## config.mk

```make
export PLATFORM = sky130hd
export DESIGN_NAME = svc_uart_rx
export DESIGN_NICKNAME = d
export VERILOG_FILES = /design/src/rtl/svc_uart_pkg.sv /design/src/rtl/svc_sync.sv /design/src/rtl/svc_uart_rx.sv
export SDC_FILE = /design/constraint.sdc
export NUM_CORES = 1
export LEC_CHECK = 0
export ABC_AREA = 1
export CELL_PAD_IN_SITES_DETAIL_PLACEMENT = 1
export CELL_PAD_IN_SITES_GLOBAL_PLACEMENT = 2
export CORE_ASPECT_RATIO = 0.7
export CORE_UTILIZATION = 34
export CTS_CLUSTER_DIAMETER = 30
export DETAILED_ROUTE_END_ITERATION = 12
export PLACE_DENSITY = 0.84
export REMOVE_ABC_BUFFERS = 1
export SLEW_MARGIN = 10
export SYNTH_ARGS = -nofsm -noshare
export SYNTH_HDL_FRONTEND = slang
export SYNTH_HIERARCHICAL = 1
export SYNTH_SLANG_ARGS = --single-unit
```

## constraint.sdc

```tcl
create_clock -name clk -period 2.1 [get_ports clk]
set_clock_uncertainty 0.2 [all_clocks]
set_input_delay 0.21 -clock clk [delete_from_list [all_inputs] [get_ports clk]]
set_output_delay 0.21 -clock clk [all_outputs]
set_load 0.01 [all_outputs]
```

## src/rtl/svc_uart_pkg.sv

```systemverilog
// ----------------------------------------------------------------------------
// svc_uart_pkg
//
// Shared definitions for the SoC UART blocks.
//   - UART_DATA_BITS : payload width of one 8N1 frame, shared with uart_tx.
//   - uart_rx_state_e: receiver FSM states.
//   - clks_per_bit() : integer clocks per serial bit for a given clock/baud.
// ----------------------------------------------------------------------------
package svc_uart_pkg;

    localparam int UART_DATA_BITS = 8;

    // Receiver states. BREAK parks the FSM after a framing error until the
    // line returns high, so a line held low reports only one error.
    typedef enum logic [2:0] {
        IDLE,
        START,
        DATA,
        STOP,
        BREAK
    } uart_rx_state_e;

    // Truncating division; the residual baud error is tolerated by sampling
    // each bit at its middle.
    function automatic int clks_per_bit(input int freq_mhz, input int baud);
        return (freq_mhz * 1_000_000) / baud;
    endfunction

endpackage : svc_uart_pkg

```

## src/rtl/svc_sync.sv

```systemverilog
// ----------------------------------------------------------------------------
// svc_sync
//
// Generic two-flop synchronizer for a single asynchronous input bit.
//
// Ports:
//   clk    in   destination clock
//   rst_n  in   asynchronous active-low reset; both flops load RESET_VAL
//   d      in   asynchronous input
//   q      out  synchronized copy of d, two clk cycles late
// ----------------------------------------------------------------------------
module svc_sync #(
    parameter bit RESET_VAL = 1'b1
) (
    input  logic clk,
    input  logic rst_n,
    input  logic d,
    output logic q
);

    logic meta;

    // The first flop may go metastable; only the second one is ever used.
    always_ff @(posedge clk or negedge rst_n) begin
        if (!rst_n) begin
            meta <= RESET_VAL;
            q    <= RESET_VAL;
        end else begin
            meta <= d;
            q    <= meta;
        end
    end

endmodule : svc_sync

```

## src/rtl/svc_uart_rx.sv

```systemverilog
// ----------------------------------------------------------------------------
// svc_uart_rx
//
// 8N1 UART receiver with a one-entry valid/ready output buffer.
//
// Ports:
//   clk            in   system clock
//   rst_n          in   asynchronous active-low reset
//   urx_in         in   serial line, idle high, asynchronous to clk
//   urx_valid      out  urx_data holds an unconsumed byte
//   urx_data[7:0]  out  received byte, stable while urx_valid is high
//   urx_ready      in   consumer takes the byte when urx_valid && urx_ready
//   urx_frame_err  out  one-cycle pulse: stop bit sampled low
//   urx_overrun    out  one-cycle pulse: finished byte dropped, buffer full
//
// The start bit is confirmed at its middle (HALF clocks after the falling
// edge); every later bit is then sampled one full bit period apart, which
// lands each sample mid-bit. The FSM returns to IDLE at mid-stop-bit, so a
// frame that follows with zero idle time is still caught.
// ----------------------------------------------------------------------------
module svc_uart_rx
    import svc_uart_pkg::*;
#(
    parameter int CLOCK_FREQ_MHZ = 25,
    parameter int BAUD_RATE      = 115_200,
    parameter int CLKS_PER_BIT   = clks_per_bit(CLOCK_FREQ_MHZ, BAUD_RATE)
) (
    input  logic       clk,
    input  logic       rst_n,
    input  logic       urx_in,
    output logic       urx_valid,
    output logic [7:0] urx_data,
    input  logic       urx_ready,
    output logic       urx_frame_err,
    output logic       urx_overrun
);

    localparam int HALF  = CLKS_PER_BIT / 2;
    localparam int CNT_W = (CLKS_PER_BIT > 1) ? $clog2(CLKS_PER_BIT) : 1;
    localparam int IDX_W = $clog2(UART_DATA_BITS);

    localparam logic [CNT_W-1:0] CNT_HALF_LAST = CNT_W'(HALF - 1);
    localparam logic [CNT_W-1:0] CNT_BIT_LAST  = CNT_W'(CLKS_PER_BIT - 1);
    localparam logic [IDX_W-1:0] IDX_LAST      = IDX_W'(UART_DATA_BITS - 1);

    logic                      rxs;
    uart_rx_state_e            state;
    logic [CNT_W-1:0]          cnt;
    logic [IDX_W-1:0]          bit_idx;
    logic [UART_DATA_BITS-1:0] shreg;

    // The line is idle high, so the synchronizer resets to 1 to avoid a
    // false start bit coming out of reset.
    svc_sync #(
        .RESET_VAL (1'b1)
    ) u_sync (
        .clk   (clk),
        .rst_n (rst_n),
        .d     (urx_in),
        .q     (rxs)
    );

    // Receiver FSM, bit timing and the output buffer. Flags default low
    // every cycle so each one is a single-cycle pulse. A handshake clears
    // urx_valid first; a byte completing in the same cycle overrides that
    // (later non-blocking assignment wins) and keeps valid high.
    always_ff @(posedge clk or negedge rst_n) begin
        if (!rst_n) begin
            state         <= IDLE;
            cnt           <= '0;
            bit_idx       <= '0;
            shreg         <= '0;
            urx_valid     <= 1'b0;
            urx_data      <= '0;
            urx_frame_err <= 1'b0;
            urx_overrun   <= 1'b0;
        end else begin
            urx_frame_err <= 1'b0;
            urx_overrun   <= 1'b0;

            if (urx_valid && urx_ready) begin
                urx_valid <= 1'b0;
            end

            case (state)
                IDLE: begin
                    if (!rxs) begin
                        state <= START;
                        cnt   <= '0;
                    end
                end

                // A low shorter than half a bit is treated as a glitch.
                START: begin
                    if (cnt == CNT_HALF_LAST) begin
                        cnt <= '0;
                        if (!rxs) begin
                            state   <= DATA;
                            bit_idx <= '0;
                        end else begin
                            state <= IDLE;
                        end
                    end else begin
                        cnt <= cnt + 1'b1;
                    end
                end

                // LSB arrives first, so shift in from the top.
                DATA: begin
                    if (cnt == CNT_BIT_LAST) begin
                        cnt   <= '0;
                        shreg <= {rxs, shreg[UART_DATA_BITS-1:1]};
                        if (bit_idx == IDX_LAST) begin
                            state <= STOP;
                        end else begin
                            bit_idx <= bit_idx + 1'b1;
                        end
                    end else begin
                        cnt <= cnt + 1'b1;
                    end
                end

                // The buffer can take the byte if it is empty or is being
                // emptied by a handshake in this very cycle.
                STOP: begin
                    if (cnt == CNT_BIT_LAST) begin
                        cnt <= '0;
                        if (rxs) begin
                            state <= IDLE;
                            if (!urx_valid || urx_ready) begin
                                urx_data  <= shreg;
                                urx_valid <= 1'b1;
                            end else begin
                                urx_overrun <= 1'b1;
                            end
                        end else begin
                            state         <= BREAK;
                            urx_frame_err <= 1'b1;
                        end
                    end else begin
                        cnt <= cnt + 1'b1;
                    end
                end

                BREAK: begin
                    if (rxs) begin
                        state <= IDLE;
                    end
                end

                default: begin
                    state <= IDLE;
                    cnt   <= '0;
                end
            endcase
        end
    end

endmodule : svc_uart_rx
```

==> reports/qor.txt, run 1 <==
status: completed
number of synthesized register bits: 35
dpl hpwl: 2.66 mm
Setup Fix Bufs, Post-CTS: 0
fin nets: 228
Synth Area in Adders: 2.95%
final setup margin: 0.248 ns
Synth Area in Compound Gates: 9.21%
Post-Synth XOR/XNOR Area: 1.03%
Rows: 21
Setup CP Type: reg -> reg
Finished Core Util: 42.7%
WL final: 3.56 mm
final hold vios: 0
# Max-Cap Violations: 0
Starting Density: 35.5%
fraction of layout cells with a size suffix above 1: 13.6%
Worst VDD drop: 0.387 mV
CP Max Fanout: 16
fill count: 591
Rel. slew slack: 69.8%
Clock Path Buffers: 2
hold path endpoint: u_sync/meta
Via density: 4.38
slew of the pin with the lowest slew margin: 0.453 ns
Mapped Area: 1700 µm²
vias in the first global route: 1252
post-synth top area share: 48.6%
min-delay worst type: in -> reg
Layout area overhead: 20.3%
Reg2Reg Launch Point: cnt[0]
overall routing resource usage: 15.5%
core area: 4780 µm²
largest family of logic cells by synthesized area: simple AND/OR/NAND/NOR gates
synth top area cells: dfrtp_1, nand2_1, inv_1
total gr overflow: 0
Routed wire per std cell: 12.3 µm
WP data required: 2.08 ns
Simple-Gate Fraction of Synth Area: 27.1%
Root Buffer: clkbuf_8
static leakage: 1.01 nW
placed inst area: 1920 µm²
cts bufs inserted: 5
Place WS: 0.220 ns
final instance area: 2040 µm²
count of cell types in the netlist: 24
Peak Freq: 540 MHz
Mapped Cells: 197
Reg2Reg Setup Slack: 0.25 ns
fin. max-slew vios: 0
I/O pin cnt: 15
htree depth: 2
RSZ-0062 raised after global routing: false
Initial DRC Count: 78
R2R Path End: urx_data[0]
CTS sink count: 35
IO Port Bufs: 14
WP data arrival: 1.83 ns
Yosys warning count: 6
post-route ant nets: 0
die width: 86.5 µm
# DRC: 0
DR vias: 1271
TNS Setup: 0 ns
initial antenna violation count: 0
Reg2Reg Depth: 9
post-synthesis mux area share: 0%
minimum clock period: 1.85 ns
highest-count cells in the layout ignoring fill and taps: nand2_1, dfrtp_1, inv_1
most common cell after layout, fill and taps aside: nand2_1
clock-pin slew on the worst setup and hold paths: 0.08 ns
drt first pass iters: 4
post-synth top area cell: dfrtp_1
Clock Latency Late Sink: 0.29 ns
die height: 61.1 µm
fin crit share: 88.2%
Hold Crit Start: urx_in
placer congestion estimate: 0.794
crit path capture type: flop
Final setup viols: 0
Avg Cell Area, Syn: 8.62 µm²
CTS tree: built
Ant. Diodes: 0
sequential fraction of the synthesis area: 51.7%
pin count of the biggest net entering global routing: 21
first-pass GRT wire length: 6.01 mm
full die area: 5280 µm²
pwr dens: 645 nW/µm²
Final Power: 1.32 mW
startpoint types: flop
worst hold stages: 1
## kinds of logic (layout without fill, tap and decap cells)
kind of cell	after synthesis	after routing
adder cells (fa/ha/maj)	4	4
AO/OA/AOI/OAI	24	24
flip-flops	35	35
XOR/XNOR	2	2
buffers and inverters	32	56
AND/OR/NAND/NOR	100	100
## registers in the layout, summed over array words and instances, names as in the netlist
register and flops:
u_sync/q 1, shreg 8, urx_valid 1, urx_frame_err 1, state 3, urx_data 8
u_sync/meta 1, cnt 8, urx_overrun 1, bit_idx 3
## power breakdown
group | internal [mW] | switching (mW)
sequential | 0.677 | 0.00241
combinational | 0.00816 | 0.0163
clock | 0.353 | 0.260
total | 1.04 | 0.279
## timing repair
item,4_1_cts,5_1_grt
gates resized for setup,0,0
hold buffers,1,0
hold endpoints to repair,16,0
## metal layers
layer	wire [µm]	up-vias	global-route usage [%]
met1	2020	585	23.0
met4	26	0	6.43
met5	0	-	0
met2	1420	15	21.3
li1	-	667	-
met3	96	4	4.02
## worst max-delay path by stage
stage | startpoint | end | slack (ns) | cells after the start
after floorplan | cnt[0] | urx_data[0] | 0.45 | 9
after global placement | cnt[0] | urx_data[1] | 0.26 | 9
after detailed placement | cnt[0] | urx_data[0] | 0.22 | 9
after CTS | cnt[0] | urx_data[0] | 0.22 | 9
after global routing | cnt[0] | urx_data[6] | 0.09 | 9
final | cnt[0] | urx_data[0] | 0.25 | 9
## stage by stage
stage	hold slack (ns)	instances
4_1_cts	0.109	290
6_report	0.119	290
2_1_floorplan	-0.286	195
3_5_place_dp	0.00327	281
3_3_place_gp	-0.00507	281
5_1_grt	0.108	290
## Yosys cell counts
cell	number
o21ai_2	9
inv_1	29
o21ai_1	1
nand2_4	1
buf_6	2
dfstp_2	2
o21ai_0	11
inv_2	1
nand4_4	1
a21oi_1	2
nor3_1	3
nand2_1	58
xor2_1	2
nor3_2	1
nand4_1	4
o21bai_1	1
nor2_1	17
nand3_1	11
nor3_4	1
nor2_2	1
dfrtp_1	33
nor2_4	1
ha_1	4
nand3b_1	1
## cell type report
cell class / count / area, µm² / share of cell area [%]
Sequential cell: 35 / 878 / 43.0
Multi-Input combinational cell: 130 / 684 / 33.5
Timing Repair Buffer: 18 / 168 / 8.21
Inverter: 30 / 113 / 5.51
Tap cell: 69 / 86.3 / 4.23
Clock buffer: 5 / 68.8 / 3.37
Clock inverter: 3 / 43.8 / 2.14
## critical path, stage by stage (launching register included)
cell	delay, ns
dfrtp_1	0.38
inv_1	0.12
ha_1	0.16
inv_1	0.04
nor2_2	0.14
nand2_4	0.11
inv_2	0.10
nand4_4	0.25
nand2_1	0.17
o21ai_2	0.06
No activity file was read; power rests on OpenSTA's default activity.
==> run 2: changes to the inputs <==
Settings changed: GPL_TIMING_DRIVEN set to 0.
==> reports/qor.txt, run 2 (same netlist as run 1, synthesis figures left out) <==
status: completed
dpl hpwl: 2.57 mm (-3.1%)
cell family with most CP delay: simple AND/OR/NAND/NOR gates
cts bufs inserted: 5 (unchanged)
min-delay worst type: in -> async
slew of the pin with the lowest slew margin: 0.443 ns (-0.0102 ns)
fraction of layout cells with a size suffix above 1: 12.8% (-0.79 points)
Initial DRC Count: 73 (-6.4%)
fin nets: 226 (-0.88%)
Reg2Reg Setup Slack: 0.25 ns (about the same)
Reg2Reg Depth: 9 (unchanged)
# Max-Cap Violations: 0 (unchanged)
WP data required: 2.06 ns (-0.02 ns)
Levels on crit path: 9 (unchanged)
clock-pin slew on the worst setup and hold paths: 0.08 ns (about the same)
Final setup viols: 0 (unchanged)
worst stage delay on the critical path: 0.38 ns (about the same)
most common cell after layout, fill and taps aside: nand2_1
Peak Freq: 539 MHz (-0.10%)
die height: 61.1 µm (unchanged)
placer congestion estimate: 0.687 (-13%)
R2R Path End: urx_data[0]
Layout area overhead: 20.4%
fin. max-slew vios: 0 (unchanged)
fin crit share: 88.3% (+0.089 points)
overall routing resource usage: 15.4% (-0.11 points)
Clock Latency Late Sink: 0.28 ns (about the same)
Rel. slew slack: 70.3% (+0.48 points)
critical path cell sequence: inv_1 > ha_1 > inv_1 > nor2_2 > nand2_4 > inv_2 > nand4_4 > nand2_1 > o21ai_2
Root Buffer: clkbuf_8
WP data arrival: 1.82 ns (about the same)
htree depth: 2 (unchanged)
total gr overflow: 0 (unchanged)
post-route ant nets: 0 (unchanged)
Min Hold Slack: 0.125 ns (+0.00630 ns)
Finished Core Util: 42.8% (+0.052 points)
static leakage: 1.01 nW (-0.13%)
die width: 86.5 µm (unchanged)
startpoint types: flop
final setup margin: 0.246 ns (-0.00187 ns)
final hold vios: 0 (unchanged)
Place WS: 0.233 ns (+0.0122 ns)
IO Port Bufs: 14 (unchanged)
Regs by FF count: cnt (8), shreg (8), urx_data (8)
vias in the first global route: 1279 (+2.2%)
CTS tree: built
Rows: 21 (unchanged)
Clock Path Buffers: 2 (unchanged)
RSZ-0062 raised after global routing: false
crit path capture type: flop
TNS Setup: 0 ns (unchanged)
Via density: 4.42 (+0.93%)
# DRC: 0 (unchanged)
WL final: 3.35 mm (-5.8%)
Setup CP Type: reg -> reg
WP buf/inv: 3 (unchanged)
first-pass GRT wire length: 6.09 mm (+1.3%)
Ant. Diodes: 0 (unchanged)
Routed wire per std cell: 11.6 µm (-5.1%)
most used cell along the critical path: inv_1
DR vias: 1274 (+0.24%)
Worst VDD drop: 0.238 mV (-38%)
pin count of the biggest net entering global routing: 28 (+33%)
Setup Fix Bufs, Post-CTS: 0 (unchanged)
I/O pin cnt: 15 (unchanged)
initial antenna violation count: 0 (unchanged)
minimum clock period: 1.85 ns (+0.00187 ns)
CTS sink count: 35 (unchanged)
Reg2Reg Launch Point: cnt[0]
highest-count cells in the layout ignoring fill and taps: nand2_1, dfrtp_1, inv_1
pwr dens: 649 nW/µm² (+0.52%)
Starting Density: 35.5% (unchanged)
core area: 4780 µm² (unchanged)
CP max stage cell: dfrtp_1
full die area: 5280 µm² (unchanged)
drt first pass iters: 4 (unchanged)
CP Max Fanout: 16 (unchanged)
==> run 2: changes by cell type in the layout (fill, tap and decap cells not counted), sizes merged <==
cell	delta
buf	-2
clkbuf	+1
clkinv	-1
==> run 2: metal layers <==
| metal | wire length, µm | GRT usage, % | up-vias |
|---|---|---|---|
| li1 | - | - | 665 |
| met1 | 1860 | 22.2 | 596 |
| met2 | 1370 | 22.4 | 9 |
| met3 | 92 | 4.69 | 4 |
| met4 | 34 | 4.29 | 0 |
| met5 | 0 | 0 | - |
==> run 2: per-stage QoR <==
stage / cell area, µm² / instances / total power [mW]
4_1_cts: 2040 / 288 / 1.35
6_report: 2040 / 288 / 1.33
2_1_floorplan: 1680 / 195 / 0.694
3_5_place_dp: 1920 / 279 / 0.719
3_3_place_gp: 1900 / 278 / 0.715
5_1_grt: 2040 / 288 / 1.39
==> run 2: worst max-delay path by stage <==
stage | from | endpoint | slack (ns)
final | cnt[0] | urx_data[0] | 0.25
after global routing | cnt[0] | urx_data[0] | 0.07
after CTS | cnt[0] | urx_data[6] | 0.22
after detailed placement | cnt[0] | urx_data[0] | 0.23
after global placement | rst_n | urx_overrun | -0.26
after floorplan | cnt[0] | urx_data[0] | 0.45
==> run 2: cell type report <==
class | count | area [µm²]
fill | 591 | 2740
sequential | 35 | 878
multi-input combinational | 130 | 684
timing repair buffer | 16 | 165
inverter | 30 | 113
tap | 69 | 86.3
clock buffer | 6 | 82.6
clock inverter | 2 | 35.0
==> run 2: timing repair <==
item	CTS	global route
resized for setup	0	0
hold buffers	1	0
endpoints found under the hold margin	33	0
==> run 2: power breakdown <==
part           leakage, nW  total, mW  internal (mW)  switching [mW]
combinational        0.480     0.0256        0.00950          0.0161
sequential           0.467      0.680          0.677         0.00230
clock               0.0612      0.621          0.384           0.237
==> run 3: changes to the inputs <==
--- a/constraint.sdc
+++ b/constraint.sdc
@@ -4,2 +4,2 @@
 set_output_delay 0.21 -clock clk [all_outputs]
-set_load 0.01 [all_outputs]
+set_load 0.1 [all_outputs]
==> reports/qor.txt, run 3 (same netlist as run 1, synthesis figures left out) <==
status: completed
# DRC: 0 (unchanged)
startpoint types: flop
pwr dens: 653 nW/µm² (+0.69%)
die width: 86.5 µm (unchanged)
Reg2Reg Launch Point: cnt[0]
Starting Density: 35.5% (unchanged)
CTS tree: built
post-route ant nets: 0 (unchanged)
CP max stage cell: dlygate4sd2_1
drt first pass iters: 4 (unchanged)
pin count of the biggest net entering global routing: 28 (unchanged)
placed insts: 279 (unchanged)
cts bufs inserted: 5 (unchanged)
Finished Core Util: 42.5% (-0.29 points)
final hold vios: 0 (unchanged)
IO Port Bufs: 14 (unchanged)
clock-pin slew on the worst setup and hold paths: 0.08 ns (about the same)
die height: 61.1 µm (unchanged)
fraction of layout cells with a size suffix above 1: 12.8% (unchanged)
vias in the first global route: 1277 (-0.16%)
critical path cell sequence: dlygate4sd2_1
Layout area overhead: 19.6%
Worst VDD drop: 0.239 mV (+0.25%)
worst stage delay on the critical path: 0.85 ns (+0.47 ns)
cell family with most CP delay: buffers and inverters
WP data arrival: 1.49 ns (-0.33 ns)
fin nets: 226 (unchanged)
Rel. slew slack: 35.9% (-34 points)
Routed wire per std cell: 11.6 µm (-0.24%)
# Max-Cap Violations: 0 (unchanged)
Regs by FF count: cnt (8), shreg (8), urx_data (8)
WL final: 3.35 mm (-0.24%)
full die area: 5280 µm² (unchanged)
Levels on crit path: 1 (-8)
min-delay worst type: in -> async
first-pass GRT wire length: 6.09 mm (unchanged)
Setup Fix Bufs, Post-CTS: 0 (unchanged)
CTS sink count: 35 (unchanged)
Initial DRC Count: 72 (-1.4%)
slew of the pin with the lowest slew margin: 0.965 ns (+0.522 ns)
Ant. Diodes: 0 (unchanged)
placer congestion estimate: 0.687 (unchanged)
I/O pin cnt: 15 (unchanged)
most common cell after layout, fill and taps aside: nand2_1
core area: 4780 µm² (unchanged)
Critical Path Start: urx_data[7]
WP data required: 1.69 ns (-0.37 ns)
total gr overflow: 0 (unchanged)
Clock Path Buffers: 2 (unchanged)
Post-Layout Cell Count: 288 (unchanged)
initial antenna violation count: 0 (unchanged)
fin. max-slew vios: 0 (unchanged)
Via density: 4.42 (about the same)
htree depth: 2 (unchanged)
Clock Latency Late Sink: 0.28 ns (about the same)
WP buf/inv: 1 (-2)
Final setup viols: 0 (unchanged)
overall routing resource usage: 15.4% (unchanged)
Reg2Reg Depth: 9 (unchanged)
highest-count cells in the layout ignoring fill and taps: nand2_1, dfrtp_1, inv_1
static leakage: 1.06 nW (+5.3%)
minimum clock period: 1.90 ns (+0.0449 ns)
fill count: 596 (+0.85%)
Setup CP Type: reg -> out
Peak Freq: 527 MHz (-2.4%)
crit path capture type: output port
RSZ-0062 raised after global routing: false
CP Max Fanout: 2 (-14)
dpl hpwl: 2.57 mm (unchanged)
fin crit share: 90.4% (+2.1 points)
Rows: 21 (unchanged)
Root Buffer: clkbuf_8
DR vias: 1273 (-0.078%)
-- run 3: routing by layer --
metal	vias up	routed length [µm]	global-route usage, %
met5	-	0	0
met4	0	34	4.29
met3	4	89	4.69
met2	9	1360	22.6
met1	595	1860	22.1
li1	665	-	-
-- run 3: area by class of cell --
type | instances | area (µm²) | area share (%)
sequential | 35 | 878 | 43.3
multi-input combinational | 130 | 684 | 33.7
inverter | 30 | 113 | 5.55
clock buffer | 6 | 82.6 | 4.07
tap | 69 | 86.3 | 4.25
clock inverter | 2 | 35.0 | 1.73
timing repair buffer | 16 | 151 | 7.46
-- run 3: worst paths after layout --
kind | endpoint | slack (ns)
setup / recovery | urx_data[7] | 0.20
hold / removal | cnt[7] | 0.13
setup reg to reg | urx_data[0] | 0.25
hold reg to reg | u_sync/q | 0.16
max in group asynchronous | u_sync/q | 1.08
min in group clk | u_sync/meta | 0.13
-- run 3: where the power goes --
group	total, mW	switching (mW)	internal [mW]
sequential	0.680	0.00230	0.677
clock	0.621	0.237	0.384
combinational	0.0256	0.0161	0.00950
total	1.33	0.256	1.07
-- run 3: repair_timing --
action | in CTS | in global routing
endpoints found under the setup margin | 11 | 0
resized for setup | 11 | 0
hold endpoints to repair | 33 | 0
hold buffers | 1 | 0
-- run 3: stage by stage --
stage | total power, mW | setup WS (ns) | instance area (µm²) | TNS, ns | hold slack (ns)
6_report | 1.33 | 0.201 | 2030 | 0 | 0.125
5_1_grt | 1.39 | 0.0694 | 2030 | 0 | 0.126
4_1_cts | 1.35 | 0.178 | 2030 | 0 | 0.119
3_5_place_dp | 0.719 | 0.211 | 1920 | 0 | -0.104
3_3_place_gp | 0.715 | -0.255 | 1900 | -8.35 | 0.146
2_1_floorplan | 0.694 | 0.232 | 1680 | 0 | -0.286
==> variant 1: new RTL, config.mk and constraints of run 3 <==
Reset style: synchronous (`rst_n`), changed in 2 clocked blocks. Comments in the files are not updated.
--- a/src/rtl/svc_sync.sv
+++ b/src/rtl/svc_sync.sv
@@ -21,7 +21,7 @@
     logic meta;
 
     // The first flop may go metastable; only the second one is ever used.
-    always_ff @(posedge clk or negedge rst_n) begin
+    always_ff @(posedge clk) begin
         if (!rst_n) begin
             meta <= RESET_VAL;
             q    <= RESET_VAL;
--- a/src/rtl/svc_uart_rx.sv
+++ b/src/rtl/svc_uart_rx.sv
@@ -64,7 +64,7 @@
     // every cycle so each one is a single-cycle pulse. A handshake clears
     // urx_valid first; a byte completing in the same cycle overrides that
     // (later non-blocking assignment wins) and keeps valid high.
-    always_ff @(posedge clk or negedge rst_n) begin
+    always_ff @(posedge clk) begin
         if (!rst_n) begin
             state         <= IDLE;
             cnt           <= '0;
Check against the original RTL: no difference found for any inputs over 10 cycles, from zero or initial values and one cycle with rst_n low; that may be too few to reach the edited logic, so the function may still have changed.
==> variant 1 against run 3 <==
The flow now finishes with violations (DRC). Area after synthesis is 5.5% lower. Wire length is 12% higher. Hold slack better by 81 ps. Utilization is 0.43 points lower. Register-to-register slack worse by 30 ps. Final area is 8.3% lower. Global-route usage is 1.3 points higher. Critical endpoint is now cnt[0]. Die area is 5.4% lower. Sequential cell count stayed put. Setup slack better by 16 ps. Synthesized cell count is 12% higher.
Power is not compared: it rests on default switching activity, and its combinational part moved more than twofold at a synthesized area within 25%.
==> variant 1: results (changes against run 3) <==
fraction of layout cells with a size suffix above 1=8.44% (-4.3 points); WP data arrival=1920 ps (+430 ps); Reg-to-Reg Start=cnt[0]; status=finished, violations left; Post-synth ARST share=0% (-100 points); Worst setup endpoint=cnt[0]; Area contributors post-synth=dfxtp_1, nand2_1, nor2_1; WHS=207 ps (+81.2 ps); Commonest cells post-synth=nand2_1, nor2_1, dfxtp_1, inv_1, a21oi_1; met1 Use GR=25.6% (+3.5 points); first-iteration detailed-routing DRC count=80 (+11%); metal3 WL=93 um (+4.5%); vias in the first global route=1,218 (-4.6%); achievable frequency=531 MHz (+0.85%); Total GRT Usage=16.7% (+1.3 points); Via Count=1,379 (+8.3%); Via density=4.72 (+6.8%); hpwl dp=2720 um (+5.5%); CP Launch Point=rst_n; worst slew pin tran=964 ps (-0.792 ps); critical path's largest stage delay=880 ps (+30 ps); Worst Hold Depth=2; FF-to-FF setup slack=220 ps (-30 ps); DRC Markers=2 (+2); Hold WC Path Type=register to register; r2r endpoint=urx_data[7]; synthesized area per cell=7.26 um^2 (-16%); met2 GRT Util=21.9% (-0.67 points); first drt pass iteration count=8 (+4); met3 Track Usage GR=4.60% (-0.096 points); violated checks=DRC; sequential element share of the synthesized area=43.7% (-8.1 points); pre-CTS WS=-423 ps (-634 ps); routed wire length=3740 um (+12%); met1 wire length=2230 um (+20%); Yosys cell types=28 (+17%); Placer Congestion=0.735 (+6.9%); Crit-path slowest cell=clkdlybuf4s50_1; total power draw=1.89 mW; cts repair resizes=12 (+1); Fill cells=561 (-5.9%); first-pass GRT wire length=6310 um (+3.7%); cell count of the worst reg-to-reg path=10 (+1); WL met2=1400 um (+3.2%); Nets=245 (+8.4%)
## variant 1: cell types whose count changed after synthesis, sizes merged, moves of 4 or more
cell   before  now
o21ai      21   13
dfrtp      33    0
inv        30   26
nand2      59   48
a21oi       2   18
nor2       19   39
nand3      11   18
dfxtp       0   35
## variant 1: cells by family after synthesis
kind of cell    Yosys count  synth area share [%]
fa+ha+maj                 4                  3.12
xor+xnor                  4                  2.18
simple gates            113                  31.9
flops                    35                  43.7
buf+inv                  32                  8.11
compound gates           33                  11.0
## variant 1: area by class of cell
class | instances | area [um^2] | share of cell area (%)
sequential | 35 | 701 | 37.6
clock inverter | 1 | 5.00 | 0.269
timing repair buffer | 14 | 126 | 6.79
tap | 55 | 68.8 | 3.70
multi-input combinational | 154 | 773 | 41.5
inverter | 27 | 105 | 5.65
clock buffer | 6 | 82.6 | 4.44
==> variant 2: new RTL, flow settings as in run 3 <==
Made on the original files. `RESET_VAL` is set to 1'b1 in 2 places; all go to 1'b0.
--- a/src/rtl/svc_sync.sv
+++ b/src/rtl/svc_sync.sv
@@ -10,7 +10,7 @@
 //   q      out  synchronized copy of d, two clk cycles late
 // ----------------------------------------------------------------------------
 module svc_sync #(
-    parameter bit RESET_VAL = 1'b1
+    parameter bit RESET_VAL = 1'b0
 ) (
     input  logic clk,
     input  logic rst_n,
--- a/src/rtl/svc_uart_rx.sv
+++ b/src/rtl/svc_uart_rx.sv
@@ -52,7 +52,7 @@
     // The line is idle high, so the synchronizer resets to 1 to avoid a
     // false start bit coming out of reset.
     svc_sync #(
-        .RESET_VAL (1'b1)
+        .RESET_VAL (1'b0)
     ) u_sync (
         .clk   (clk),
         .rst_n (rst_n),
Check against the original RTL: no difference found for any inputs over 10 cycles, from zero or initial values and one cycle with rst_n low; that may be too few to reach the edited logic, so the function may still have changed.
==> variant 2 against run 3 <==
Global-route usage increased by 0.16 points. Final area shrank 0.19%. Via count up 0.47%. Sequential cell count unchanged. Clock power grew 1%. Area after synthesis down 0.15%. Wire length up 2.3%. Setup slack lost 31 ps. Power grew 0.45%. Critical path depth stayed put. Critical path type unchanged.
==> variant 2: results (changes against run 3) <==
status=finished, final reports clean; Pint=1.04 mW (-2.5%); DRC Markers=0 (unchanged); uppermost routed layer=met4; maximum vdd drop=310 uV (+30%); CTS root buf=clkbuf_8; largest net degree at the start of global routing=28 (unchanged); Crit-path slowest cell=dlygate4sd2_1; fraction of layout cells with a size suffix above 1=11.9% (-0.91 points); wire length per cell=11.9 um (+2.3%); Post-synth ARST share=100% (unchanged); leakage=1.06 nW (about the same); metal3 WL=110 um (+24%); FF-to-FF setup slack=260 ps; crit-path max FO=2 (unchanged); Cell Area, Placed=1910 um^2 (-0.13%); antenna fix cells=0 (unchanged); Commonest cells post-synth=nand2_1, dfrtp_1, inv_1, nor2_1; critical path's largest stage delay=860 ps; Area contributors post-synth=dfrtp_1, nand2_1, inv_1; Nets=226 (unchanged); H-tree depth=2 (unchanged); first drt pass iteration count=4 (unchanged); hpwl dp=2500 um (-3.0%); Hold WC Path Type=primary input to asynchronous set/reset pin; ys flop type=dfrtp_1; WHS=111 ps (-14.3 ps); Total GRT Usage=15.5% (+0.16 points); worst slew pin tran=959 ps (-5.83 ps); first-iteration detailed-routing DRC count=67 (-6.9%); antenna violations before repair=0 (unchanged); Num CTS Buffers=5 (unchanged); Yosys cell types=23 (-4.2%); clock-pin slew on the worst setup and hold paths=80 ps (about the same); Clock Latency Late Sink=290 ps; Via Count=1,279 (+0.47%); top flop regs=cnt: 8 flops, shreg: 8 flops, urx_data: 8 flops; first-pass GRT wire length=6000 um (-1.5%); WL met2=1350 um (-0.44%); sequential element share of the synthesized area=51.7% (-0.071 points); Clock Path Buffers=2 (unchanged); met1 wire length=1910 um (+2.7%); input/output buffers=14 (unchanged); CP top delay family=buffers and inverters; WP data arrival=1520 ps (+30 ps); Placer Congestion=0.737 (+7.2%); yosys warns=6 (unchanged)
## variant 2: cell type report
class | count | area [um^2]
Fill cell | 594 | 2760
Sequential cell | 35 | 876
Multi-Input combinational cell | 130 | 684
Timing Repair Buffer | 16 | 151
Inverter | 30 | 113
Tap cell | 69 | 86.3
Clock buffer | 5 | 68.8
Clock inverter | 3 | 47.5
## variant 2: routing by layer
metal | GRT usage, % | vias up
li1 | - | 664
met1 | 22.1 | 601
met2 | 21.7 | 10
met3 | 5.63 | 4
met5 | 0 | -
met4 | 5.71 | 0
## variant 2: worst paths after layout
| check | start | end | depth (start not counted) |
|---|---|---|---|
| worst max-delay path | urx_data[0] | urx_data[0] | 1 |
| worst min-delay path | rst_n | bit_idx[2] | 2 |
| worst max register to register | cnt[0] | urx_data[0] | 9 |
| worst min register to register | u_sync/meta | u_sync/q | 0 |
| max in group asynchronous | rst_n | state[2] | 3 |
| min in group clk | u_sync/meta | u_sync/q | 0 |
## variant 2: power groups by stage
| stage | sequential, mW | clock, mW | combinational [mW] |
|---|---|---|---|
| after floorplan | 0.691 | 0 | 0.00220 |
| after global placement | 0.691 | 0 | 0.0223 |
| after detailed placement | 0.691 | 0 | 0.0260 |
| after CTS | 0.678 | 0.654 | 0.0275 |
| after global routing | 0.678 | 0.679 | 0.0308 |
| final | 0.677 | 0.629 | 0.0261 |
## variant 2: logic make-up (layout without fill, tap and decap cells)
logic type / count (synthesis) / in the layout / synth area share (%)
and+or+nand+nor: 100 / 100 / 27.2
AOI/OAI and AO/OA: 24 / 24 / 9.23
adders and majority gates: 4 / 4 / 2.95
buffers and inverters: 32 / 54 / 7.97
DFF: 35 / 35 / 51.7
xor gates and xnor gates: 2 / 2 / 1.03
## variant 2: per-stage QoR
| step | TNS (ps) | std cells | setup WS [ps] |
|---|---|---|---|
| 2_1_floorplan | 0 | 195 | 232 |
| 3_3_place_gp | -7770 | 278 | -224 |
| 3_5_place_dp | 0 | 279 | 205 |
| 4_1_cts | 0 | 288 | 161 |
| 5_1_grt | 0 | 288 | 61.8 |
| 6_report | 0 | 288 | 171 |
## variant 2: timing repair
item                       CTS  global route
buffers inserted             0             0
setup endpoints to repair   11             0
gates resized for setup     11             0
hold endpoints to repair    35             0
hold buffers                 1             0
